$ cat src/rtl/divmmc_pkg.sv
// Shared constants and helpers for the DivMMC-compatible mapper:
// I/O port numbers, automap trap addresses and the decoded bus-cycle record.
package divmmc_pkg;

  // I/O ports decoded on A[7:0]
  localparam logic [7:0] PORT_CTRL = 8'hE3;  // page / conmem / mapram
  localparam logic [7:0] PORT_CS   = 8'hE7;  // SPI chip selects
  localparam logic [7:0] PORT_SPI  = 8'hEB;  // SPI data

  // Opcode-fetch addresses that arm a deferred automap
  localparam logic [15:0] TRAP_RST00 = 16'h0000;
  localparam logic [15:0] TRAP_RST08 = 16'h0008;
  localparam logic [15:0] TRAP_RST38 = 16'h0038;
  localparam logic [15:0] TRAP_LOAD  = 16'h04C6;
  localparam logic [15:0] TRAP_SAVE  = 16'h0562;
  localparam logic [15:0] TRAP_NMI   = 16'h0066;

  // 0x3Dxx maps instantly; 0x1FF8..0x1FFF un-arms the overlay
  localparam logic [7:0]  ROM3D_HI  = 8'h3D;
  localparam logic [15:0] EXIT_BASE = 16'h1FF8;

  // RAM page that stands in for the ROM once MAPRAM is set
  localparam int ROM_PAGE3 = 3;

  // One flag per Z80 cycle type that the block reacts to
  typedef struct packed {
    logic io_we;
    logic io_rd;
    logic op_rd;
  } bus_cycle_t;

  function automatic logic is_entry_trap(input logic [15:0] a);
    return (a == TRAP_RST00) || (a == TRAP_RST08) || (a == TRAP_RST38) ||
           (a == TRAP_LOAD)  || (a == TRAP_SAVE);
  endfunction

  function automatic logic is_exit_range(input logic [15:0] a);
    return a[15:3] == EXIT_BASE[15:3];
  endfunction

endpackage

$ cat src/rtl/divmmc_plus_if.sv
// Z80-side bus of the DivMMC mapper.
//
// Handshake: the Z80 strobes carry no ready signal. A cycle qualifier
// (I/O write, I/O read, opcode fetch) counts as valid on the first clk it
// is seen true; the block is always ready, so the access is taken exactly
// once on that clk. A further access of the same kind needs the qualifier
// to go false for at least one clk in between.
interface divmmc_plus_if;
  logic [15:0] A;
  logic        nWR;
  logic        nRD;
  logic        nMREQ;
  logic        nIORQ;
  logic        nM1;
  logic [7:0]  din;
  logic [7:0]  dout;
  logic        dout_oe;

  modport master (
    output A, nWR, nRD, nMREQ, nIORQ, nM1, din,
    input  dout, dout_oe
  );

  modport slave (
    input  A, nWR, nRD, nMREQ, nIORQ, nM1, din,
    output dout, dout_oe
  );
endinterface

$ cat src/rtl/divmmc_plus_spi.sv
// SPI mode-0 byte engine: one byte out on mosi, one byte in from miso,
// MSB first, SCK half-period of SPI_DIV clks. Starts are ignored while a
// transfer is running.
module spi_byte_engine #(
  parameter int SPI_DIV = 2
) (
  input  logic       clk,
  input  logic       srst,
  input  logic       start,
  input  logic [7:0] tx,
  output logic [7:0] rx,
  output logic       busy,
  output logic       sck,
  output logic       mosi,
  input  logic       miso,
  output logic [0:0] state_dbg
);

  localparam int DW = (SPI_DIV > 1) ? $clog2(SPI_DIV) : 1;
  localparam logic [DW-1:0] DIV_LAST = DW'(SPI_DIV - 1);

  localparam logic [0:0] ST_IDLE = 1'b0;
  localparam logic [0:0] ST_XFER = 1'b1;

  logic [0:0]    state;
  logic [DW-1:0] div_cnt;
  logic [3:0]    half_cnt;   // SCK half-periods completed, 16 per byte
  logic [6:0]    tx_sh;      // bits still to be presented after the current one
  logic [7:0]    rx_sh;

  assign busy      = (state == ST_XFER);
  assign state_dbg = state;

  // Divider, half-period counter and shift registers; srst aborts at once
  always_ff @(posedge clk) begin
    if (srst) begin
      state    <= ST_IDLE;
      div_cnt  <= '0;
      half_cnt <= '0;
      tx_sh    <= '0;
      rx_sh    <= '0;
      rx       <= 8'hFF;
      sck      <= 1'b0;
      mosi     <= 1'b1;
    end else begin
      case (state)
        ST_IDLE: begin
          if (start) begin
            state    <= ST_XFER;
            div_cnt  <= '0;
            half_cnt <= '0;
            tx_sh    <= tx[6:0];
            mosi     <= tx[7];
            sck      <= 1'b0;
          end
        end
        ST_XFER: begin
          if (div_cnt == DIV_LAST) begin
            div_cnt  <= '0;
            half_cnt <= half_cnt + 4'd1;
            if (!sck) begin
              // rising edge: the card's bit is taken here
              sck   <= 1'b1;
              rx_sh <= {rx_sh[6:0], miso};
            end else begin
              // falling edge: next bit out, or finish after the eighth
              sck <= 1'b0;
              if (half_cnt == 4'd15) begin
                state <= ST_IDLE;
                rx    <= rx_sh;
                mosi  <= 1'b1;
              end else begin
                mosi  <= tx_sh[6];
                tx_sh <= {tx_sh[5:0], 1'b0};
              end
            end
          end else begin
            div_cnt <= div_cnt + DW'(1);
          end
        end
        default: state <= ST_IDLE;
      endcase
    end
  end

endmodule

$ cat src/rtl/divmmc_plus.sv
// DivMMC-compatible overlay mapper and SPI host. Decodes Z80 cycles into
// single-shot strobes, keeps the paging registers and automap state, and
// drives the SPI byte engine from ports 0xE7/0xEB.
module divmmc_plus
  import divmmc_pkg::*;
#(
  parameter int PAGE_BITS = 4,
  parameter int NUM_CS    = 2,
  parameter int SPI_DIV   = 2,
  parameter int NMI_GATED = 1
) (
  input  logic                  clk,
  input  logic                  nRESET,
  input  logic                  enabled,
  divmmc_plus_if.slave          bus,
  input  logic                  nmi_button,
  output logic                  active,
  output logic [PAGE_BITS+13:0] mapped_addr,
  output logic                  mem_we,
  output logic [NUM_CS-1:0]     spi_cs_n,
  output logic                  spi_sck,
  output logic                  spi_mosi,
  input  logic                  spi_miso,
  output logic                  spi_busy,
  output logic [0:0]            dbg_spi_state
);

  localparam logic [PAGE_BITS-1:0] PAGE3 = PAGE_BITS'(ROM_PAGE3);

  // enabled=0 acts as a soft reset for everything but mapram
  logic soft_rst;
  assign soft_rst = !nRESET || !enabled;

  // ---------------------------------------------------------------------
  // Cycle qualifiers and first-clk strobes
  // ---------------------------------------------------------------------
  bus_cycle_t lvl, lvl_q, stb;

  // Raw qualifiers straight from the Z80 strobes
  always_comb begin
    lvl.io_we = !bus.nIORQ &  bus.nRD & !bus.nWR &  bus.nM1;
    lvl.io_rd = !bus.nIORQ & !bus.nRD &  bus.nWR &  bus.nM1;
    lvl.op_rd = !bus.nMREQ & !bus.nRD &  bus.nWR & !bus.nM1;
  end

  // Remember last clk's qualifiers so each cycle acts only once
  always_ff @(posedge clk) begin
    if (soft_rst) lvl_q <= '0;
    else          lvl_q <= lvl;
  end

  // Strobes are true only on the first clk of a qualified cycle
  always_comb begin
    stb.io_we = lvl.io_we & !lvl_q.io_we & !soft_rst;
    stb.io_rd = lvl.io_rd & !lvl_q.io_rd & !soft_rst;
    stb.op_rd = lvl.op_rd & !lvl_q.op_rd & !soft_rst;
  end

  logic [7:0] port;
  logic       wr_ctrl, wr_cs, wr_spi, rd_spi;
  assign port    = bus.A[7:0];
  assign wr_ctrl = stb.io_we && (port == PORT_CTRL);
  assign wr_cs   = stb.io_we && (port == PORT_CS);
  assign wr_spi  = stb.io_we && (port == PORT_SPI);
  assign rd_spi  = stb.io_rd && (port == PORT_SPI);

  // din bits above the page field and below bit 6 carry no function here
  logic unused_din;
  assign unused_din = ^bus.din;

  // ---------------------------------------------------------------------
  // Paging / automap registers
  // ---------------------------------------------------------------------
  logic [PAGE_BITS-1:0] page;
  logic                 conmem;
  logic                 mapram;
  logic                 armed;
  logic                 automap;
  logic                 nmi_pend;

  logic fetch_entry, fetch_nmi, fetch_3d, fetch_exit, nmi_ok;
  assign fetch_entry = stb.op_rd && is_entry_trap(bus.A);
  assign fetch_nmi   = stb.op_rd && (bus.A == TRAP_NMI);
  assign fetch_3d    = stb.op_rd && (bus.A[15:8] == ROM3D_HI);
  assign fetch_exit  = stb.op_rd && is_exit_range(bus.A);
  // a button pulse on the same clk as the fetch still counts
  assign nmi_ok      = (NMI_GATED == 0) || nmi_pend || nmi_button;

  // mapram is sticky: only the hard reset clears it
  always_ff @(posedge clk) begin
    if (!nRESET)                     mapram <= 1'b0;
    else if (wr_ctrl && bus.din[6])  mapram <= 1'b1;
  end

  // Control port, chip selects, NMI latch and the armed/automap pair
  always_ff @(posedge clk) begin
    if (soft_rst) begin
      page     <= '0;
      conmem   <= 1'b0;
      armed    <= 1'b0;
      automap  <= 1'b0;
      nmi_pend <= 1'b0;
      spi_cs_n <= '1;
    end else begin
      if (wr_ctrl) begin
        page   <= bus.din[PAGE_BITS-1:0];
        conmem <= bus.din[7];
      end
      if (wr_cs) spi_cs_n <= bus.din[NUM_CS-1:0];

      if (fetch_nmi)       nmi_pend <= 1'b0;
      else if (nmi_button) nmi_pend <= 1'b1;

      if (fetch_3d)                      armed <= 1'b1;
      else if (fetch_entry)              armed <= 1'b1;
      else if (fetch_nmi && nmi_ok)      armed <= 1'b1;
      else if (fetch_exit)               armed <= 1'b0;

      // 0x3Dxx maps straight away; other traps wait for the M1 to end
      if (fetch_3d)     automap <= 1'b1;
      else if (bus.nM1) automap <= armed;
    end
  end

  // ---------------------------------------------------------------------
  // Overlay address mapping (combinational)
  // ---------------------------------------------------------------------
  logic                 ram_sel;
  logic [PAGE_BITS-1:0] map_page;
  logic                 page_we;
  logic                 read_only3;

  assign active     = automap || conmem;
  assign read_only3 = mapram && !conmem;

  // Pick ROM, write-protected page 3 or the selected RAM page
  always_comb begin
    ram_sel  = 1'b0;
    map_page = '0;
    page_we  = 1'b0;
    if (bus.A[13]) begin
      ram_sel  = 1'b1;
      map_page = page;
      page_we  = !((page == PAGE3) && read_only3);
    end else if (read_only3) begin
      ram_sel  = 1'b1;
      map_page = PAGE3;
      page_we  = 1'b0;
    end
  end

  assign mapped_addr = {ram_sel, map_page, bus.A[12:0]};
  assign mem_we      = active && (bus.A[15:14] == 2'b00) && page_we;

  // ---------------------------------------------------------------------
  // SPI
  // ---------------------------------------------------------------------
  logic [7:0] rx_byte;
  logic       rd_spi_lvl;

  // A read of 0xEB returns the previous byte and clocks out a dummy 0xFF
  spi_byte_engine #(.SPI_DIV(SPI_DIV)) u_spi (
    .clk       (clk),
    .srst      (soft_rst),
    .start     (wr_spi || rd_spi),
    .tx        (rd_spi ? 8'hFF : bus.din),
    .rx        (rx_byte),
    .busy      (spi_busy),
    .sck       (spi_sck),
    .mosi      (spi_mosi),
    .miso      (spi_miso),
    .state_dbg (dbg_spi_state)
  );

  assign rd_spi_lvl  = lvl.io_rd && (port == PORT_SPI) && !soft_rst;
  assign bus.dout    = rd_spi_lvl ? rx_byte : 8'hFF;
  assign bus.dout_oe = rd_spi_lvl;

endmodule

$ cat src/flat_wrapper.sv
// flat-port wrapper written by rule: the top's interface ports become plain ports
module divmmc_plus_flat import divmmc_pkg::*;
#(
  parameter int PAGE_BITS = 4,
  parameter int NUM_CS    = 2,
  parameter int SPI_DIV   = 2,
  parameter int NMI_GATED = 1
)
  (clk, nRESET, enabled, nmi_button, active, mapped_addr, mem_we, spi_cs_n, spi_sck, spi_mosi, spi_miso, spi_busy, dbg_spi_state, bus_A, bus_nWR, bus_nRD, bus_nMREQ, bus_nIORQ, bus_nM1, bus_din, bus_dout, bus_dout_oe);
  divmmc_plus_if bus_i ();
  input  logic clk;
  input  logic nRESET;
  input  logic enabled;
  input  logic nmi_button;
  output logic active;
  output logic [PAGE_BITS+13:0] mapped_addr;
  output logic mem_we;
  output logic [NUM_CS-1:0] spi_cs_n;
  output logic spi_sck;
  output logic spi_mosi;
  input  logic spi_miso;
  output logic spi_busy;
  output logic [0:0] dbg_spi_state;
  input wire logic [$bits(bus_i.A)-1:0] bus_A;
  input wire logic [$bits(bus_i.nWR)-1:0] bus_nWR;
  input wire logic [$bits(bus_i.nRD)-1:0] bus_nRD;
  input wire logic [$bits(bus_i.nMREQ)-1:0] bus_nMREQ;
  input wire logic [$bits(bus_i.nIORQ)-1:0] bus_nIORQ;
  input wire logic [$bits(bus_i.nM1)-1:0] bus_nM1;
  input wire logic [$bits(bus_i.din)-1:0] bus_din;
  output wire logic [$bits(bus_i.dout)-1:0] bus_dout;
  output wire logic [$bits(bus_i.dout_oe)-1:0] bus_dout_oe;
  assign bus_i.A = bus_A;
  assign bus_i.nWR = bus_nWR;
  assign bus_i.nRD = bus_nRD;
  assign bus_i.nMREQ = bus_nMREQ;
  assign bus_i.nIORQ = bus_nIORQ;
  assign bus_i.nM1 = bus_nM1;
  assign bus_i.din = bus_din;
  assign bus_dout = bus_i.dout;
  assign bus_dout_oe = bus_i.dout_oe;
  divmmc_plus #(.PAGE_BITS(PAGE_BITS), .NUM_CS(NUM_CS), .SPI_DIV(SPI_DIV), .NMI_GATED(NMI_GATED)) u_core (.clk(clk), .nRESET(nRESET), .enabled(enabled), .bus(bus_i), .nmi_button(nmi_button), .active(active), .mapped_addr(mapped_addr), .mem_we(mem_we), .spi_cs_n(spi_cs_n), .spi_sck(spi_sck), .spi_mosi(spi_mosi), .spi_miso(spi_miso), .spi_busy(spi_busy), .dbg_spi_state(dbg_spi_state));
endmodule
$ cat config.mk
export PLATFORM = sky130hd
export DESIGN_NAME = divmmc_plus_flat
export DESIGN_NICKNAME = d
export VERILOG_FILES = /design/src/rtl/divmmc_pkg.sv /design/src/rtl/divmmc_plus_if.sv /design/src/rtl/divmmc_plus_spi.sv /design/src/rtl/divmmc_plus.sv /design/src/flat_wrapper.sv
export SDC_FILE = /design/constraint.sdc
export NUM_CORES = 1
export LEC_CHECK = 0
export BUFFER_PORTS_ARGS = -buffer_cell sky130_fd_sc_hd__buf_2
export CAP_MARGIN = 20
export CORE_MARGIN = 10
export CORE_UTILIZATION = 51
export DETAILED_ROUTE_END_ITERATION = 6
export GPL_TIMING_DRIVEN = 0
export MAX_ROUTING_LAYER = met4
export PLACE_DENSITY = 0.81
export SYNTH_ARGS = -nofsm -noshare
export SYNTH_HDL_FRONTEND = slang
export SYNTH_SLANG_ARGS = --single-unit
$ cat constraint.sdc
create_clock -name clk -period 2.2 [get_ports clk]
set_clock_uncertainty 0.05 [all_clocks]
set_input_delay 0.22 -clock clk [delete_from_list [all_inputs] [get_ports clk]]
set_output_delay 0.22 -clock clk [all_outputs]
set_load 0.02 [all_outputs]
==> results.md <==
- Vias in the first global route: 2,191
- Die W: between 80 and 90 um
- CTS sink count: 45
- Power Dens Cells: about 540 nW/um2
- Max Freq: 0.512 GHz
- Cell Rows: 24
- Hold buffer count at cts: 0
- Commonest non-fill, non-tap cell in the layout: buf_2
- Outcome: completed
- Critical Path End Type: flop
- Drt wl/cell: 14.8 um
- Library cells used by synthesis: 40
- GRT overflow: 0
- Clock transition at path regs: 0.10 ns
- Die area: 7600 um2
- Number of synthesized register bits: 45
- Via Count: 2,263
- Final Cycle Share: 88.7%
- Area grow syn2layout: 21.5%
- Ys async rst share: 0%
- 1st-pass router iterations: 4
- Endpoints failing hold: 0
- PostCTS Resize Cnt: 0
- Syn_area_per_cell: 8.07 um2
- Htree depth: 2
- Final Util: between 60% and 70%
- Reg area: 901 um2
- Slew Limit Fails: 0
- Hold WC Path Type: in2reg
- Setup repair after global routing missed its margin: no
- Core area: approximately 4400 um2
- Minimum clock period: 1.95 ns
- Initial Utilization: 52.8%
- Peak supply drop: 0.321 mV
- Max_cap viols: 0
- Mapped Cells: 285
- GR Util All Layers: 16.3%
- FILL cells: a little under 400
- Mapped Area: about 2300 um2
- CTS tree: yes
- Root buffer cell: clkbuf_8
- CTS buffer count: 5
- Initial DRC Count: 144
- CP max FO: 10
- EDFF count, synth: 0
- RD Place Congestion: a little over 0.8
- Vias per cell: 5.49
- TNS Setup: 0 ns
- Clock buffer depth: 2
- WHS: 0.0382 ns
- DRC: 0
- Antenna diodes: 0
- # port buffers: 67
- Post-detailed-route count of antenna-violating nets: 0
- CP Launch Type: flop
- First-pass GRT wire length: about 10 mm
- Leak: 1.11 nW
- DP HPWL: 4.77 mm
- Multi-input gate area: 1190 um2
- Number of setup buffers added after CTS: 0
- Synth warn: 0
- Sequential share of the synthesized area: 39.2%
- CP Data Required Time: about 2.3 ns
- NumNets Final: 394
- CP arrival: 2.07 ns
- Power Total: about 0.0015 W
- Worst Tran Pin Value: 0.857 ns
- Initial antenna violation count: 0
- WL final: between 6 and 7 mm
- CP Class: reg2reg
- Height of the chip: between 80 and 90 um
- Top_reg_cell synth: dfxtp_1
- Clk_lat worst skew: between 0.3 and 0.4 ns
- Slew Limit Headroom: between 40% and 50%
- Syn nets: between 300 and 400
- Layout cells sized above 1: about 28%
- Num ports: 69
- Final Setup Violations: 0
- Most frequent cells in the layout: buf_2 (67), nand2_1 (57), dfxtp_1 (45)
- Largest net degree at the start of global routing: 17
synth_stat cells (all sizes together) (2+ instances only):
library cell	instances	area (um2)
a21o	2	15.0
a21oi	23	115
a221o	7	70.1
and2	3	18.8
and3	3	18.8
buf	16	120
clkbuf	12	45.0
dfxtp	45	901
inv	13	48.8
mux2i	8	80.1
nand2	57	214
nand2b	10	62.6
nand3	9	45.0
nand4	5	31.3
nand4b	3	41.3
nor2	15	56.3
nor2b	3	18.8
nor3	6	35.0
nor3b	4	30.0
nor4	4	37.5
nor4bb	2	20.0
o2111ai	4	35.0
o21ai	12	60.1
o22ai	3	18.8
or2	2	12.5
or4	3	22.5
power breakdown:
group,switching [W],internal (W)
Sequential,0.000000583,0.000815
Combinational,0.0000896,0.0000655
Clock,0.000304,0.000232
path summary, 6_finish.rpt:
| path | from | endpoint | slack [ns] | depth (start not counted) |
|---|---|---|---|---|
| max | u_core.lvl_q[1]$_SDFF_PP0_ | u_core.u_spi.tx_sh[2]$_SDFFE_PP0P_ | 0.25 | 6 |
| min reg2reg | u_core.u_spi.rx_sh[2]$_SDFFE_PP0P_ | u_core.u_spi.rx_sh[3]$_SDFFE_PP0P_ | 0.41 | 2 |
| min | bus_nMREQ | u_core.lvl_q[0]$_SDFF_PP0_ | 0.04 | 2 |
| max reg2reg | u_core.lvl_q[1]$_SDFF_PP0_ | u_core.u_spi.tx_sh[2]$_SDFFE_PP0P_ | 0.25 | 6 |
per-layer routing:
metal	track usage [%]	vias up	part of all wire [%]
li1	-	1134	-
met1	18.4	1067	44
met2	27.5	56	49
met3	4.87	6	6.8
met4	3.62	0	0.75
met5	-	-	0
worst max-delay path: stages, from the launching register on:
cell      delay, ns
dfxtp_1        0.31
or3b_1         0.35
nor4_2         0.36
nor3_1         0.17
clkbuf_1       0.26
o21ai_0        0.23
a21oi_1        0.10
layout make-up:
cell class | count | area share (%)
multi-input combinational | 199 | 42.4
sequential | 45 | 32.2
timing repair buffer | 67 | 12.0
buffer | 28 | 5.91
clock buffer | 5 | 2.46
tap | 52 | 2.33
inverter | 13 | 1.75
clock inverter | 3 | 0.895
state kept, by name, indices dropped and copies added, names as in the netlist, 2 cells and up:
register               cells
u_core.u_spi.rx            8
u_core.lvl_q               3
u_core.u_spi.tx_sh         7
u_core.u_spi.rx_sh         8
u_core.page                4
u_core.u_spi.half_cnt      4
u_core.spi_cs_n            2
cell families (layout without fill, tap and decap cells):
group           after synthesis  in the layout  share of synthesized area (%)
simple gates                135            135                           32.3
compound gates               54             54                           14.7
flops                        45             45                           39.2
buf+inv                      41            116                           9.30
mux                           9              9                           3.97
fa+ha+maj                     1              1                          0.544
metrics by stage:
step / instance area, um2 / cells / setup WS [ns]
final: 2800 / 412 / 0.248
after global routing: 2800 / 412 / 0.0944
after CTS: 2800 / 412 / 0.280
after detailed placement: 2700 / 404 / 0.243
after global placement: 2700 / 404 / 0.272
after floorplan: 2300 / 285 / 0.364
(Power assumes the default switching activity.)
